<file path="src/rtl/db_pkg.sv">
// Shared constants for the key/value DRAM path.
// Source tags and default DRAM geometry.
package db_pkg;

  localparam logic SRC_A = 1'b0;
  localparam logic SRC_B = 1'b1;

  localparam int DEF_RAM_ADDR   = 22;
  localparam int DEF_RAM_DWIDTH = 32;
  localparam int DEF_MAX_OUTSTD = 4;

endpackage

</file>
<file path="src/rtl/db_tag_fifo.sv">
// Tag FIFO recording the source of each read in flight.
// One bit wide, power-of-two deep, pointers wrap naturally.
module db_tag_fifo
  import db_pkg::*;
#(
  parameter int DEPTH = DEF_MAX_OUTSTD,
  localparam int AW = $clog2(DEPTH)
) (
  input  logic        clk,
  input  logic        rst_n,
  input  logic        push,
  input  logic        din,
  input  logic        pop,
  output logic        dout,
  output logic        full,
  output logic        empty,
  output logic [AW:0] count
);

  logic [DEPTH-1:0] mem;
  logic [AW-1:0]    wr_ptr;
  logic [AW-1:0]    rd_ptr;
  logic             do_push;
  logic             do_pop;

  assign full    = (count == (AW+1)'(DEPTH));
  assign empty   = (count == '0);
  assign do_push = push & ~full;
  assign do_pop  = pop & ~empty;
  assign dout    = mem[rd_ptr];

  // Storage, pointers and occupancy; overflow and
  // underflow requests are ignored.
  always_ff @(posedge clk or negedge rst_n) begin
    if (!rst_n) begin
      mem    <= '0;
      wr_ptr <= '0;
      rd_ptr <= '0;
      count  <= '0;
    end else begin
      if (do_push) begin
        mem[wr_ptr] <= din;
        wr_ptr      <= wr_ptr + AW'(1);
      end
      if (do_pop) begin
        rd_ptr <= rd_ptr + AW'(1);
      end
      count <= count
             + (AW+1)'(do_push)
             - (AW+1)'(do_pop);
    end
  end

endmodule

</file>
<file path="src/rtl/db_dram_arb.sv">
// Two-port round-robin arbiter onto the DRAM PHY command port.
// Reads are tagged so in-order returns reach their requester.
module db_dram_arb
  import db_pkg::*;
#(
  parameter int RAM_ADDR   = DEF_RAM_ADDR,
  parameter int RAM_DWIDTH = DEF_RAM_DWIDTH,
  parameter int MAX_OUTSTD = DEF_MAX_OUTSTD
) (
  input  logic                  clk,
  input  logic                  rst,
  input  logic                  a_req,
  input  logic                  a_we,
  input  logic [RAM_ADDR-1:0]   a_addr,
  input  logic [RAM_DWIDTH-1:0] a_wdata,
  output logic                  a_gnt,
  output logic                  a_rvalid,
  output logic [RAM_DWIDTH-1:0] a_rdata,
  input  logic                  b_req,
  input  logic                  b_we,
  input  logic [RAM_ADDR-1:0]   b_addr,
  input  logic [RAM_DWIDTH-1:0] b_wdata,
  output logic                  b_gnt,
  output logic                  b_rvalid,
  output logic [RAM_DWIDTH-1:0] b_rdata,
  output logic                  dram_wr_en,
  output logic                  dram_rd_en,
  output logic [RAM_ADDR-1:0]   dram_addr,
  output logic [RAM_DWIDTH-1:0] dram_wr_din,
  input  logic                  dram_rd_valid,
  input  logic [RAM_DWIDTH-1:0] dram_rd_dout,
  output logic                  rd_err
);

  localparam int CW = $clog2(MAX_OUTSTD) + 1;

  logic [CW-1:0]         cnt;
  logic                  slot_free;
  logic                  a_elig;
  logic                  b_elig;
  logic                  both;
  logic                  a_only;
  logic                  b_only;
  logic                  rr_last;
  logic                  gnt;
  logic                  sel_we;
  logic [RAM_ADDR-1:0]   sel_addr;
  logic [RAM_DWIDTH-1:0] sel_wdata;
  logic                  tag_push;
  logic                  tag_src;
  logic                  tag_full;
  logic                  tag_empty;
  logic                  ret_ok;

  // Nothing is accepted while reset is held.
  assign slot_free = (cnt < CW'(MAX_OUTSTD));
  assign a_elig = rst & a_req & (a_we | slot_free);
  assign b_elig = rst & b_req & (b_we | slot_free);
  assign both   = a_elig & b_elig;
  assign a_only = a_elig & ~b_elig;
  assign b_only = b_elig & ~a_elig;

  // Grant decode: conflicts go to the port not served last.
  always_comb begin
    a_gnt = 1'b0;
    b_gnt = 1'b0;
    unique case (1'b1)
      both: begin
        if (rr_last == SRC_B) a_gnt = 1'b1;
        else                  b_gnt = 1'b1;
      end
      a_only:  a_gnt = 1'b1;
      b_only:  b_gnt = 1'b1;
      default: ;
    endcase
  end

  assign gnt       = a_gnt | b_gnt;
  assign sel_we    = b_gnt ? b_we    : a_we;
  assign sel_addr  = b_gnt ? b_addr  : a_addr;
  assign sel_wdata = b_gnt ? b_wdata : a_wdata;
  assign tag_push  = gnt & ~sel_we & ~tag_full;
  assign ret_ok    = dram_rd_valid & ~tag_empty;

  db_tag_fifo #(
    .DEPTH (MAX_OUTSTD)
  ) u_tag_fifo (
    .clk   (clk),
    .rst_n (rst),
    .push  (tag_push),
    .din   (b_gnt),
    .pop   (dram_rd_valid),
    .dout  (tag_src),
    .full  (tag_full),
    .empty (tag_empty),
    .count (cnt)
  );

  // Issue register: one-cycle strobes, address/data
  // held between grants, round-robin pointer.
  always_ff @(posedge clk or negedge rst) begin
    if (!rst) begin
      dram_wr_en  <= 1'b0;
      dram_rd_en  <= 1'b0;
      dram_addr   <= '0;
      dram_wr_din <= '0;
      rr_last     <= SRC_B;
    end else begin
      dram_wr_en <= gnt & sel_we;
      dram_rd_en <= gnt & ~sel_we;
      if (gnt) begin
        dram_addr   <= sel_addr;
        dram_wr_din <= sel_wdata;
        rr_last     <= b_gnt ? SRC_B : SRC_A;
      end
    end
  end

  // Return register: route by popped tag, flag
  // returns that arrive with nothing outstanding.
  always_ff @(posedge clk or negedge rst) begin
    if (!rst) begin
      a_rvalid <= 1'b0;
      b_rvalid <= 1'b0;
      a_rdata  <= '0;
      b_rdata  <= '0;
      rd_err   <= 1'b0;
    end else begin
      a_rvalid <= ret_ok & (tag_src == SRC_A);
      b_rvalid <= ret_ok & (tag_src == SRC_B);
      if (ret_ok && tag_src == SRC_A) begin
        a_rdata <= dram_rd_dout;
      end
      if (ret_ok && tag_src == SRC_B) begin
        b_rdata <= dram_rd_dout;
      end
      if (dram_rd_valid && tag_empty) begin
        rd_err <= 1'b1;
      end
    end
  end

endmodule

</file>
<file path="config.mk">
export PLATFORM = sky130hd
export DESIGN_NAME = db_dram_arb
export DESIGN_NICKNAME = d
export VERILOG_FILES = /design/src/rtl/db_pkg.sv /design/src/rtl/db_tag_fifo.sv /design/src/rtl/db_dram_arb.sv
export SDC_FILE = /design/constraint.sdc
export NUM_CORES = 1
export LEC_CHECK = 0
export CELL_PAD_IN_SITES_DETAIL_PLACEMENT = 0
export CELL_PAD_IN_SITES_GLOBAL_PLACEMENT = 2
export CORE_ASPECT_RATIO = 1.75
export CORE_MARGIN = 3
export CORE_UTILIZATION = 24
export CTS_CLUSTER_SIZE = 24
export DETAILED_ROUTE_END_ITERATION = 10
export GPL_ROUTABILITY_DRIVEN = 0
export GPL_TIMING_DRIVEN = 0
export PLACE_DENSITY = 0.82
export SYNTH_ARGS = -nofsm -noshare
export SYNTH_HDL_FRONTEND = slang
export SYNTH_SLANG_ARGS = --single-unit
</file>
<file path="constraint.sdc">
create_clock -name clk -period 2.4 [get_ports clk]
set_input_delay 0.48 -clock clk [delete_from_list [all_inputs] [get_ports clk]]
set_output_delay 0.48 -clock clk [all_outputs]
set_load 0.01 [all_outputs]
</file>
Yosys cells after proc, flatten, opt, wreduce, memory -nomap -nowiden
Cells that the tools add are included.
Storage, ports and cells
  flip-flop bits (word level): 135
  bits in latches: 0
  bits in writable memories: 0
  bits in read-only memories: 0
  input bits: 147
  output and inout bits: 125
  word-level logic and storage cells: 64
  memories kept: 0
Operators by class
  $add $sub $neg: 4
  multipliers: 0
  div/mod/pow operators: 0
  $lt $le $gt $ge: 4
  equality and inequality tests: 1
  shift operators: 0
  muxes and demuxes: 13
  bitwise gates (word level): 23
  reductions and logical operators: 5
Operators by type and width (number)
  two-way mux 32 bit: 1
  two-way mux 22 bit: 1
  bitwise AND 1 bit: 14
  less-than comparator 2 x 3 -> 1 bit (second input constant): 2
  two-way mux 1 bit: 6
  NOT 1 bit: 6
  adder 2 x 1 -> 2 bit (second input constant): 2
  bitwise mux 4 bit: 1
  logical AND 1 bit: 4
  one-hot mux 1 bit (2 select lines): 2
  adder 3 x 1 -> 3 bit: 1
  equality test 3 bit (second input constant): 1
  zero test 3 bit: 1
  less-than comparator 3 bit (second input constant): 1
  OR 1 bit: 3
  subtractor 3 x 1 -> 3 bit: 1
  binary-select mux 1 bit (select 2 bit): 1
  demux 1 bit (select 2 bit): 1
  greater-or-equal comparator 2 x 1 -> 1 bit (second input constant): 1

Logic depth before layout (Yosys ltp)
  depth in word-level cells: 13
  gate-level depth with buffers: 10
  mapped depth without buffers: 10

Modules after synthesis
A second synthesis with hierarchy kept.
Unflattened totals
  cell total of the unflattened synthesis: 476
  area, all modules: 6281.0 um^2
Modules (own cells, without submodules)
  db_dram_arb: instances 1, cells an instance 414, area an instance 5519.0 um^2, sequential area each 3104.2 um^2
  db_tag_fifo: instances 1, cells an instance 62, area an instance 762.0 um^2, sequential area each 275.3 um^2

Least setup slack after synthesis
Ideal clock, no wire load.
  path kind: reg-to-reg
  start point: reg u_tag_fifo.count[2]
  end point: reg u_tag_fifo.count[2]
  setup time: 128 ps
  arrival time: 2008 ps
  data required time: 2272 ps
  slack: 264 ps
  stages on the path, launching flop included: 11
  buffers on the path: 0
  period minus slack after synthesis: 2136 ps
  cell sequence: dfrtp_1 nor3_2 nand2b_4 inv_1 ha_1 inv_1 ha_1 inv_1 fa_1 xnor2_1 xnor2_1
Between the ends
  elaborated cells on any way between the ends: 25
  those cells by class: add/sub (2); order compare (1); eq/ne (1); mux (3); bitwise (17); reduce/logical (1)
RTL lines
  start: declaration: line db_tag_fifo.sv:17  | output logic [AW:0] count
  start signal: assignment: line db_tag_fifo.sv:48  | count <= count
  zero test 3 bit: line db_tag_fifo.sv:27  | assign empty = (count == '0);
  NOT 1 bit
  bitwise AND 1 bit
  named net ret_ok: line db_dram_arb.sv:53  | logic ret_ok;
  subtractor 3 x 1 -> 3 bit: line db_tag_fifo.sv:50  | - (AW+1)'(do_pop);
The timed path passes the listed nets, and every way through them passes these cells.
A chain may end at the register's enable or synchronous reset.

Worst setup path in the final report
  start point: in b_req
  end point: out a_gnt
Between the ends
  word-level cells in the longest chain between the ends: 5
  elaborated cells on any way between the ends: 6
  those cells by class: mux (1); bitwise (5)
Ends and longest elaborated chain
  start: declaration: line db_dram_arb.sv:19  | input logic b_req,
  bitwise AND 1 bit (*) (2 in a row): line db_dram_arb.sv:58  | assign b_elig = rst & b_req & (b_we | slot_free);
  NOT 1 bit: line db_dram_arb.sv:60  | assign a_only = a_elig & ~b_elig;
  bitwise AND 1 bit: line db_dram_arb.sv:60
  one-hot mux 1 bit (2 select lines) (*): line db_dram_arb.sv:67  | unique case (1'b1)
  end: declaration: line db_dram_arb.sv:16  | output logic a_gnt,
Every way passes the cells marked *; elsewhere a longest branch is shown, timed or not.

==> metrics.md <==
| Metric | Value |
|---|---|
| Measured slew at the worst slew-check pin | slightly above 1 ns |
| Worst-path fanout max | 19 |
| Fraction of final layout cells with drive strength greater than 1 | between 10% and 20% |
| Number of buffers added on ports | between 200 and 300 |
| Routed vias | roughly 4600 |
| Leading register cell type out of synthesis | dfrtp_1 |
| Met1 usage | roughly 15% |
| Worst supply voltage drop on vdd | 421 uV |
| Mean post-synth cell area | 12.3 um^2 |
| Vert. Die Dim | 206 um |
| Clock transition at path regs | around 0.06 ns |
| Commonest cells post-synth | 134 x dfrtp_1, 109 x nor2_1, 54 x o22ai_1 |
| Starting Density | roughly 25% |
| Cells after Synth | 444 |
| Number of synthesized flops with an enable pin | 0 |
| Overall global routing resource usage | 14.9% |
| Most crowded layer after global routing | met2 |
| Max-cap viol count | 0 |
| FF+latch count, synth | 135 |
| Clk root buf | clkbuf_16 |
| HPWL after detailed placement | 13200 um |
| Period utilization | 96.0% |
| Dominant cell by count in the synthesized netlist | dfrtp_1 |
| Synth area leaders | dfrtp_1 61%, nor2_1 7.5%, mux2_2 7.4%, o22ai_1 6.2%, mux2_1 6.0% |
| Die W | 120 um |
| Number of design rule violations left after detail routing | 0 |
| Net count after synthesis | 598 |
| CP Class | input pin to output pin |
| Floorplan Core Area | about 0.022 mm^2 |
| Detail-routed via count per cell | between 4 and 5 |
| Kind of start point of the critical path | input pin |
| Top-area cell type share of the netlist area | slightly above 60% |
| CTS tree | yes |
| Met2 usage in global routing | 28.1% |
| Syn-to-layout area delta | 73.9% |
| Final routed wire length divided by cell count | ~17 um |
| Via count of the first global-routing pass | 4967 |
| Fin crit period | around 2.3 ns |
| Number of CTS-inserted buffers | 17 |
| DR iter-0 viols | 121 |
| Result of the run | complete, no violations |
| Total overflow reported by the global router | 0 |
| Cell area after synthesis | 0.00547 mm^2 |
| Number of library cell types mapped by synthesis | 34 |
| Endpoint type of the worst setup path | output pin |
| Final hold vios | 0 |
| Class of the most critical hold timing path | input pin to asynchronous set/reset pin |
| Final number of max-transition violations | 0 |
| Placement Setup Slack | -1.02 ns |
| Normalized max-slew margin | 32.7% |
| Number of buffers on the longest clock path | 2 |
| Met3 track demand over resource | 5.28% |
| Setup violators final | 0 |
| Design Area, Final | ~0.0095 mm^2 |
| Warning count from the yosys run | 0 |
| Number of nets with antenna violations after routing | 0 |
| Leakage power | a little under 4 nW |
| Sequential-to-total area share from yosys stat | 61.8% |
| Signal arrival time at the worst endpoint | 1.82 ns |
| Initial antenna violation count | 1 |
| Power per unit of standard cell area | 1250 mW/mm^2 |
| I/O pin count | between 200 and 300 |
| Depth of the CTS H-tree | 4 |
| Wire length of the first global-routing pass | around 28000 um |
| Clock latency on the worst-skew pair | approximately 0.42 ns |
| DRT Wirelength | 18300 um |
| Maximum clock rate | approximately 0.43 GHz |
| Largest area contributor in the netlist | dfrtp_1 |
| Total Die Area | 0.0247 mm^2 |
| Data required time of the worst path | about 1.9 ns |
| Diodes inserted | 0 |
| DP Area | around 0.0086 mm^2 |
| Number of optimization iterations in the first detailed-route pass | 4 |
| Post-route setup slack | 0.0951 ns |
| Final nets | between 900 and 1000 |
| Largest clock skew in the final design | around 0.0079 ns |
| Post-route setup TNS | 0 ns |
| Floorplan row count | between 70 and 80 |
| Maximum number of pins on one net before global-route repair | 42 |
| Clock sinks | about 140 |
| Share of synthesized flip-flops with an asynchronous set or reset | 100% |
==> critical path: stages <==
cell             delay, ns
clkdlybuf4s50_1       0.44
nor2b_4               0.15
a211o_1               0.30
buf_6                 0.17
inv_1                 0.06
clkdlybuf4s15_1       0.23
==> layer usage <==
layer | part of all wire [%] | vias up
met5 | 0.071 | -
met4 | 1.3 | 2
met3 | 7.7 | 15
met2 | 55 | 200
met1 | 36 | 2229
li1 | - | 2151
==> state kept, by name, summed over array words and instances (netlist names), 2 cells and up <==
| signal | cells |
|---|---|
| a_rdata | 32 |
| b_rdata | 32 |
| dram_addr | 22 |
| dram_wr_din | 32 |
| u_tag_fifo.count | 3 |
| u_tag_fifo.mem | 4 |
| u_tag_fifo.rd_ptr | 2 |
| u_tag_fifo.wr_ptr | 2 |
==> cells by family (layout without fill, tap and decap cells) <==
| group | count (synthesis) | after routing | synth area share, % |
|---|---|---|---|
| compound gates | 65 | 65 | 7.96 |
| xor+xnor | 5 | 5 | 0.800 |
| fa+ha+maj | 7 | 7 | 1.74 |
| buf+inv | 34 | 350 | 3.52 |
| flops | 135 | 135 | 61.8 |
| mux | 67 | 67 | 14.0 |
| simple gates | 131 | 131 | 10.2 |
==> stage by stage <==
stage          power (mW)  cells  utilization [%]  hold WS (ns)
4_1_cts              12.0   1055             42.7         0.120
6_report             11.9   1056             42.8         0.138
2_1_floorplan        6.09    444                -         0.184
3_5_place_dp         8.81   1012             38.6         0.447
5_1_grt              12.6   1056             42.8         0.126
3_3_place_gp         8.75   1011             38.4         0.447
==> repair_timing <==
| item | in CTS | in global routing |
|---|---|---|
| cloned | 3 | 0 |
| resized for setup | 16 | 6 |
| setup buffers | 3 | 1 |
| endpoints found under the hold margin | 35 | 0 |
| setup endpoints to repair | 2 | 3 |
| hold buffers | 6 | 0 |
==> cells in the final DEF, fill, tap and decap left out, types with 2 or more instances in the layout <==
cell / n
a32o_1: 4
buf_16: 2
buf_2: 13
buf_4: 5
buf_6: 7
bufbuf_16: 3
bufinv_16: 6
clkbuf_1: 2
clkbuf_16: 17
clkbuf_8: 3
clkdlybuf4s50_1: 265
clkinvlp_4: 2
dfrtp_1: 133
dlygate4sd2_1: 3
dlygate4sd3_1: 5
ha_1: 6
inv_1: 11
mux2_1: 29
mux2_2: 36
nand2_1: 7
nand2_2: 2
nand2b_1: 2
nand2b_4: 2
nor2_1: 109
o21ai_0: 2
o22ai_1: 54
xnor2_1: 4
==> power breakdown <==
group	leakage (nW)	switching, mW	internal (mW)
registers	1.53	0.556	3.32
clock network	0.330	1.01	2.04
logic	2.08	2.00	2.93
==> worst paths after layout <==
| path | slack [ns] | depth (start not counted) | from | endpoint |
|---|---|---|---|---|
| worst max-delay path | 0.1 | 6 | b_req | a_gnt |
| worst min-delay path | 0.14 | 2 | rst | dram_wr_din[31] |
| worst max register to register | 0.16 | 11 | u_tag_fifo.count[2] | u_tag_fifo.count[2] |
| worst min register to register | 0.45 | 1 | rd_err | rd_err |
| max in group asynchronous | 0.88 | 2 | rst | b_rdata[25] |
| min in group clk | 0.45 | 1 | rd_err | rd_err |
==> area by class of cell <==
type,instances,area [um^2]
clock inverter,11,218
buffer,22,155
multi-input combinational,275,1930
sequential,135,3380
inverter,11,41.3
clock buffer,21,470
fill,2155,12700
tap,296,370
timing repair buffer,285,2950
(Power assumes the default switching activity.)
